File: src/rtl/ped_crossing_ctrl.sv
// Pedestrian crossing stage: debounced request, WALK grant on RED entry, flashing clearance.
// Optional audible walk drive enabled by defining PED_BEEP_EN.
module ped_crossing_ctrl #(
    parameter int DEBOUNCE_CYCLES = 4,
    parameter int WALK_CYCLES     = 20,
    parameter int CLEAR_CYCLES    = 10,
    parameter int FLASH_HALF      = 2,
    parameter int BEEP_HALF       = 1
) (
    input  logic       clk,
    input  logic       rst,
    input  logic [2:0] light,
    input  logic       ped_btn,
    output logic       walk,
    output logic       dont_walk,
    output logic       wait_lamp,
    output logic       beep
);
    localparam logic [2:0] RED_CODE = 3'b100;
    localparam int TMAX = (WALK_CYCLES > CLEAR_CYCLES) ? WALK_CYCLES : CLEAR_CYCLES;
    localparam int TW   = $clog2(TMAX) + 1;
    localparam int DW   = $clog2(DEBOUNCE_CYCLES) + 1;
    localparam int FW   = $clog2(FLASH_HALF) + 1;
    localparam logic [TW-1:0] WALK_LAST  = TW'(WALK_CYCLES - 1);
    localparam logic [TW-1:0] CLEAR_LAST = TW'(CLEAR_CYCLES - 1);
    localparam logic [DW-1:0] DEB_LAST   = DW'(DEBOUNCE_CYCLES - 1);
    localparam logic [FW-1:0] FLASH_LAST = FW'(FLASH_HALF - 1);

    typedef enum logic [1:0] {S_IDLE, S_ARMED, S_WALK, S_CLEAR} state_t;

    state_t        state, nstate;
    logic [2:0]    prev_light;
    logic          red, red_entry;
    logic          sync1, sync2, stable, stable_d, press;
    logic [DW-1:0] dcnt;
    logic [TW-1:0] timer;
    logic [FW-1:0] fcnt;
    logic          flash;

    assign red       = (light == RED_CODE);
    assign red_entry = red && (prev_light != RED_CODE);
    assign press     = stable && !stable_d;

    // Button path: 2-FF synchroniser, then a counter that must see DEBOUNCE_CYCLES
    // consecutive disagreements before the stable value follows.
    always_ff @(posedge clk) begin
        if (rst) begin
            sync1    <= 1'b0;
            sync2    <= 1'b0;
            stable   <= 1'b0;
            stable_d <= 1'b0;
            dcnt     <= '0;
        end else begin
            sync1    <= ped_btn;
            sync2    <= sync1;
            stable_d <= stable;
            if (sync2 == stable) begin
                dcnt <= '0;
            end else if (dcnt == DEB_LAST) begin
                stable <= sync2;
                dcnt   <= '0;
            end else begin
                dcnt <= dcnt + 1'b1;
            end
        end
    end

    always_ff @(posedge clk) begin
        if (rst) begin
            state      <= S_IDLE;
            prev_light <= RED_CODE;
            timer      <= '0;
            fcnt       <= '0;
            flash      <= 1'b1;
        end else begin
            state      <= nstate;
            prev_light <= light;
            if (nstate != state || (state != S_WALK && state != S_CLEAR))
                timer <= '0;
            else
                timer <= timer + 1'b1;
            if (nstate == S_CLEAR && state != S_CLEAR) begin
                flash <= 1'b1;
                fcnt  <= '0;
            end else if (state == S_CLEAR) begin
                if (fcnt == FLASH_LAST) begin
                    flash <= ~flash;
                    fcnt  <= '0;
                end else begin
                    fcnt <= fcnt + 1'b1;
                end
            end
        end
    end

    always_comb begin
        nstate = state;
        case (state)
            S_IDLE:  if (press) nstate = S_ARMED;
            S_ARMED: if (red_entry) nstate = S_WALK;
            S_WALK: begin
                if (!red)                   nstate = S_IDLE;
                else if (timer == WALK_LAST) nstate = S_CLEAR;
            end
            S_CLEAR: begin
                if (!red || timer == CLEAR_LAST) nstate = S_IDLE;
            end
            default: nstate = S_IDLE;
        endcase
    end

    // Leaving RED while in WALK/CLEAR forces the safe lamp state in the same cycle.
    always_comb begin
        walk      = 1'b0;
        dont_walk = 1'b1;
        wait_lamp = 1'b0;
        case (state)
            S_ARMED: wait_lamp = 1'b1;
            S_WALK: begin
                walk      = red;
                dont_walk = ~red;
            end
            S_CLEAR: dont_walk = red ? flash : 1'b1;
            default: ;
        endcase
    end

`ifdef PED_BEEP_EN
    localparam int BW = $clog2(BEEP_HALF) + 1;
    localparam logic [BW-1:0] BEEP_LAST = BW'(BEEP_HALF - 1);
    logic [BW-1:0] bcnt;
    logic          beep_q;

    always_ff @(posedge clk) begin
        if (rst) begin
            bcnt   <= '0;
            beep_q <= 1'b0;
        end else if (nstate == S_WALK && state != S_WALK) begin
            bcnt   <= '0;
            beep_q <= 1'b1;
        end else if (state == S_WALK) begin
            if (bcnt == BEEP_LAST) begin
                beep_q <= ~beep_q;
                bcnt   <= '0;
            end else begin
                bcnt <= bcnt + 1'b1;
            end
        end
    end

    assign beep = walk & beep_q;
`else
    assign beep = 1'b0;
`endif
endmodule

File: config.mk
export PLATFORM = sky130hd
export DESIGN_NAME = ped_crossing_ctrl
export DESIGN_NICKNAME = d
export VERILOG_FILES = /design/src/rtl/ped_crossing_ctrl.sv
export SDC_FILE = /design/constraint.sdc
export NUM_CORES = 1
export LEC_CHECK = 0
export CAP_MARGIN = 20
export CORE_MARGIN = 3
export CORE_UTILIZATION = 47
export DETAILED_ROUTE_END_ITERATION = 8
export GPL_TIMING_DRIVEN = 0
export HOLD_SLACK_MARGIN = 0.02
export PLACE_DENSITY_LB_ADDON = 0.05
export SLEW_MARGIN = 10
export SYNTH_ARGS = -nofsm -noshare
export SYNTH_HDL_FRONTEND = slang
export SYNTH_SLANG_ARGS = --single-unit
File: constraint.sdc
create_clock -name clk -period 1.6 [get_ports clk]
set_clock_uncertainty 0.2 [all_clocks]
set_input_delay 0.32 -clock clk [delete_from_list [all_inputs] [get_ports clk]]
set_output_delay 0.32 -clock clk [all_outputs]
set_load 0.01 [all_outputs]
# Word-level counts from Yosys, hierarchy flattened
# Cells that the tools add are included.
[op_classes]
muxes = 11
bitwise = 3
add_sub_neg = 3
reduce_logical = 14
n_eq_ne = 14
[ops]
columns = ["operator", "n"]
rows = [
  ["two-way mux 2 bit", 6],
  ["case mux 2 bit (4 select lines)", 1],
  ["adder 6 x 1 -> 6 bit (second input constant)", 1],
  ["equality test 2 bit (second input constant)", 3],
  ["equality test 6 x 4 -> 1 bit (second input constant)", 1],
  ["equality test 6 x 5 -> 1 bit (second input constant)", 1],
  ["equality test 2 x 1 -> 1 bit (second input constant)", 2],
  ["logical AND 1 bit", 4],
  ["!= test 2 bit (second input constant)", 2],
  ["AND reduction 2 bit", 2],
  ["OR reduction 2 bit", 2],
  ["adder 3 x 1 -> 3 bit (second input constant)", 1],
  ["equality test 3 x 2 -> 1 bit (second input constant)", 1],
  ["equality test 3 bit (second input constant)", 1],
  ["two-way mux 1 bit", 3],
  ["!= test 3 bit (second input constant)", 1],
  ["NOT 1 bit", 3],
  ["OR reduction 3 bit", 1],
  ["adder 2 x 1 -> 2 bit (second input constant)", 1],
  ["logical NOT 1 bit", 2],
  ["logical NOT 2 bit", 1],
  ["logical OR 1 bit", 2],
  ["!= test 2 bit", 1],
  ["case mux 1 bit (2 select lines)", 1],
  ["equality test 1 bit", 1],
]
[totals]
in_bits = 6
ff_bits = 21

# Logic depth before layout (Yosys ltp)
[depth]
ltp_word = 8
mapped_depth = 7
ltp_nobuf = 6

# Worst setup path after synthesis
# Ideal clock, no wire load.
[synth_timing]
path_kind = "reg-to-reg"
from = "register timer[0]"
to = "register timer[4]"
setup_time_ps = 115
n_path_buf = 1
period_less_slack_ps = 1719
required_ps = 1285
arrival_ps = 1404
setup_slack_ps = -119
path_stages_with_launch = 7
path_cell_list = "dfxtp_1 -> ha_1 -> or4b_4 -> nor3_2 -> or3_1 -> buf_6 -> nor2_1"
[synth_between]
elab_chain_len = 7
elab_cells_between_ends = 11
classes_between = "add/sub: 1; eq/ne: 3; mux: 4; reduce/logical: 3"
[synth_lines]
columns = ["item", "line_no", "rtl"]
rows = [
  ["from (decl)", "36", "logic [TW-1:0] timer;"],
  ["from (signal assigned)", "81", "timer <= timer + 1'b1;"],
  ["equality test 6 x 5 -> 1 bit / equality test 6 x 4 -> 1 bit (equally long branches)", "103, 106", ""],
  ["two-way mux 2 bit / logical OR 1 bit (equally long branches)", "103, 106", ""],
  ["two-way mux 2 bit, on equally long branches", "102, 106", ""],
  ["case mux 2 bit (4 select lines)", "98", "case (state)"],
  ["!= test 2 bit", "78", "if (nstate != state || (state != S_WALK && state != S_CLEAR))"],
  ["logical OR 1 bit", "78", ""],
  ["OR reduction 2 bit (no line)", "n/a", ""],
]
# Parallel ways exist; a longest one is shown, timed or not.
# A chain may end at the register's enable or synchronous reset.

# Worst setup path after layout
# Same ends and word-level chain as after synthesis.

==> run_results.csv <==
group,metric,value,unit
critical_path,ff2ff_setup_slack,-100,ps
critical_path,critical_path.max_stage_delay,470,ps
synthesis,synth-simple-area-share,0.2622,
global_route,antenna_found_initial,0,
clock_tree,clk-insertion-delay-late,290,ps
detailed_routing,vias,623,
detailed_routing,post_drt_wl_per_cell,10.26,µm
critical_path,r2r_start,"timer[0]",
cells_and_area,layout.nets,120,
clock_tree,cts.path.max_buffers,2,
run,maxCapViolCount,0,
cells_and_area,seq_area,429.2,µm²
synthesis,synth_compound_area_frac,0.05874,
synthesis,ys_ff_latch,21,
status,status,"finished, violations left",
synthesis,synthCells,92,
cells_and_area,fill_cells,157,
global_route,grt_usage,0.1187,
synthesis,synth_xor_area_frac,0.07020,
timing,setup_violations,10,
die,die_w,49.11,µm
synthesis,synthMuxAreaShare,0.01146,
critical_path,criticalPathCategory,"reg -> reg",
synthesis,synthAdderAreaFrac,0.05731,
timing,final_hold_viol_count,0,
critical_path,cp-end-kind,"flop",
clock_tree,h-tree-depth,1,
detailed_routing,ant_nets,0,
synthesis,yosysTopAreaCell,"dfxtp_1",
critical_path,critical-path-slowest-cell,"or4b_4",
pwr,power_switching,0.0001590,W
die,dieHeight,49.11,µm
pwr,swShare,0.1988,
pwr,pwr-share-comb,0.038,
global_route,overflow,0,
timing,layout_setup_ws,-101.2,ps
timing,period_minus_slack,1701,ps
status,violations,"negative setup slack",
place,hpwlAfterDp,972.5,µm
die,dieArea,2411,µm²
critical_path,path_max_fanout,6,
hold_path,hp-start,"light[2]",
place,gp_congestion,0.7242,
timing,rsz0062_at_grt,"yes",
clock_tree,cts_buffers,3,
die,core_area,1629,µm²
pwr,p_clk_frac,0.301,
critical_path,cp-startpoint,"timer[0]",
pwr,seqPwrFrac,0.661,
clock_tree,cts_tree,"done",
global_route,grt_max_degree,12,
place,io_buffers,8,
pwr,peakVddDrop,538.7,µV
cells_and_area,multi_input_area,424.2,µm²
clock_tree,cts.clk_slew.worst_paths,110,ps
cells_and_area,diodes,0,
die,num_io_pins,10,
clock_tree,postCtsHoldBufs,0,
synthesis,yosys.cell_types.count,29,
global_route,grt_pass1_vias,549,
clock_tree,cts_sinks,21,
cells_and_area,drive_gt1_frac,0.2110,
detailed_routing,drc,0,
detailed_routing,postRouteWirelength,1365,µm
detailed_routing,first_pass_iters,3,
die,start_util,0.5361,
critical_path,critPathArrivalTime,1700,ps
synthesis,yosysTopAreaCellShare,0.4814,
pwr,power.density,749.2,nW/µm²
timing,fin_crit_sh,1.063,
clock_tree,clockRootBuffer,"clkbuf_4",
synthesis,synth_seq_area_share,0.4814,
synthesis,netlist_area,873.3,µm²
synthesis,synth_top_family_by_area,"simple AND/OR/NAND/NOR gates",
detailed_routing,first_iter_violations,3,
cells_and_area,postLayoutCoreUtil,0.6551,
die,core.rowCount,14,
synthesis,avgSynthCellArea,9.493,µm²
synthesis,netlist_top_cells_area,"dfxtp_1, nor2_1, xnor2_1",
critical_path,path_cells,"ha_4 > or4b_4 > nor3_4 > or3_1 > buf_6 > nor2_1",
pwr,p_leak,0.4080,nW
global_route,grt_pass1_wl,2201,µm
timing,slew_viol_final,0,
synthesis,synth_nets,102,
pwr,p_int,0.0006407,W
detailed_routing,vias_per_cell,4.684,
timing,timing.fmax,587.8,MHz
cells_and_area,synthToLayoutAreaGrowth,22.21,%
critical_path,cp-start-kind,"flop",
critical_path,cp_data_required_time,1600,ps
timing,finalSetupTns,-835.7,ps
synthesis,yosysWarnings,0,
hold_path,hold_path_class,"in -> reg",
==> critical path, delay by kind of cell (launching register included) <==
| family | cells | cell delay (ps) |
|---|---|---|
| adders and majority gates | 1 | 120 |
| buffers and inverters | 1 | 110 |
| DFF | 1 | 380 |
| and+or+nand+nor | 4 | 780 |
==> final cells by class <==
class,count,share of cell area
clock buffer,4,0.02462
inverter,5,0.01759
timing repair buffer,13,0.09730
tap,24,0.02814
multi-input combinational,62,0.3974
sequential,21,0.4021
buffer,4,0.03283
==> power groups by stage <==
stage                     sequential, W  combinational [W]  clock, W
after floorplan                0.000543          0.0000160         0
after global placement         0.000544          0.0000320         0
after detailed placement       0.000544          0.0000322         0
after CTS                      0.000531          0.0000296  0.000257
after global routing           0.000529          0.0000345  0.000281
final                          0.000528          0.0000304  0.000241
==> metal layers <==
layer	track usage	vias up	part of all wire
met5	0	-	0
met4	0.05687	0	0.017
met3	0.04587	4	0.043
met2	0.1964	9	0.48
met1	0.1321	276	0.46
li1	-	334	-
==> per-stage QoR <==
step,hold WS [ps],instances,worst slack [ps],total power [W],cell area (µm²)
after floorplan,199.0,92,-45.56,0.0005592,888.4
final,184.3,133,-101.2,0.0007996,1067
after CTS,161.2,132,-115.9,0.0008175,1049
after global placement,208.3,124,-695.0,0.0005755,998.5
after global routing,195.7,133,-184.1,0.0008449,1067
after detailed placement,226.8,124,-694.4,0.0005764,998.5
==> cell usage after synthesis <==
master    instances
and3_1            1
nor2_1           14
a211o_1           1
o21bai_1          1
a21boi_0          1
nor2b_1           6
and4bb_2          1
nor3_2            1
conb_1            1
buf_4             1
and2b_1           1
and2_1            1
nor3b_1           2
nand4b_1          1
or3_1             3
xnor2_1           6
dfxtp_1          21
buf_2             2
buf_6             1
nand3_1           3
xor2_1            1
o31ai_1           1
a21oi_1           4
mux2i_1           1
inv_1             5
or4b_4            1
or2_2             1
nand2_1           5
ha_1              4
==> repair_timing <==
| item | CTS | global route |
|---|---|---|
| cloned | 0 | 0 |
| setup endpoints to repair | 11 | 13 |
| resized for setup | 19 | 4 |
| setup buffers | 4 | 1 |
| pin swaps | 4 | 0 |
==> kinds of logic (layout without fill, tap and decap cells) <==
kind of cell | after synthesis | after routing
AOI/OAI and AO/OA | 8 | 8
other | 1 | 1
and+or+nand+nor | 41 | 41
adders and majority gates | 4 | 4
DFF | 21 | 21
buffers and inverters | 9 | 26
muxes | 1 | 1
xor gates and xnor gates | 7 | 7
==> state kept, by name (all words and copies together) (netlist names) <==
name and cells:
state 2, sync2 1, stable_d 1, prev_light 3, flash 1, sync1 1
timer 6, fcnt 2, dcnt 3, stable 1
==> cell usage in the layout, fill, tap and decap left out, types with 2 or more instances in the layout <==
master,netlist,final
clkbuf_4,0,3
nand3_1,3,3
nand2_1,5,5
or3_1,3,3
dfxtp_1,21,18
xnor2_1,6,6
ha_1,4,3
nor3b_1,2,2
buf_2,2,4
nor2_1,14,14
inv_1,5,5
dfxtp_4,0,2
buf_6,1,3
dlygate4sd2_1,0,2
nor2b_1,6,6
buf_4,1,5
a21oi_1,4,4
clkdlybuf4s50_1,0,2
==> final timing paths <==
| path | endpoint | depth (start not counted) |
|---|---|---|
| max reg2reg | timer[4] | 6 |
| min reg2reg | dcnt[0] | 1 |
| min | prev_light[2] | 2 |
| max | timer[4] | 6 |
No activity file was read; power rests on OpenSTA's default activity.
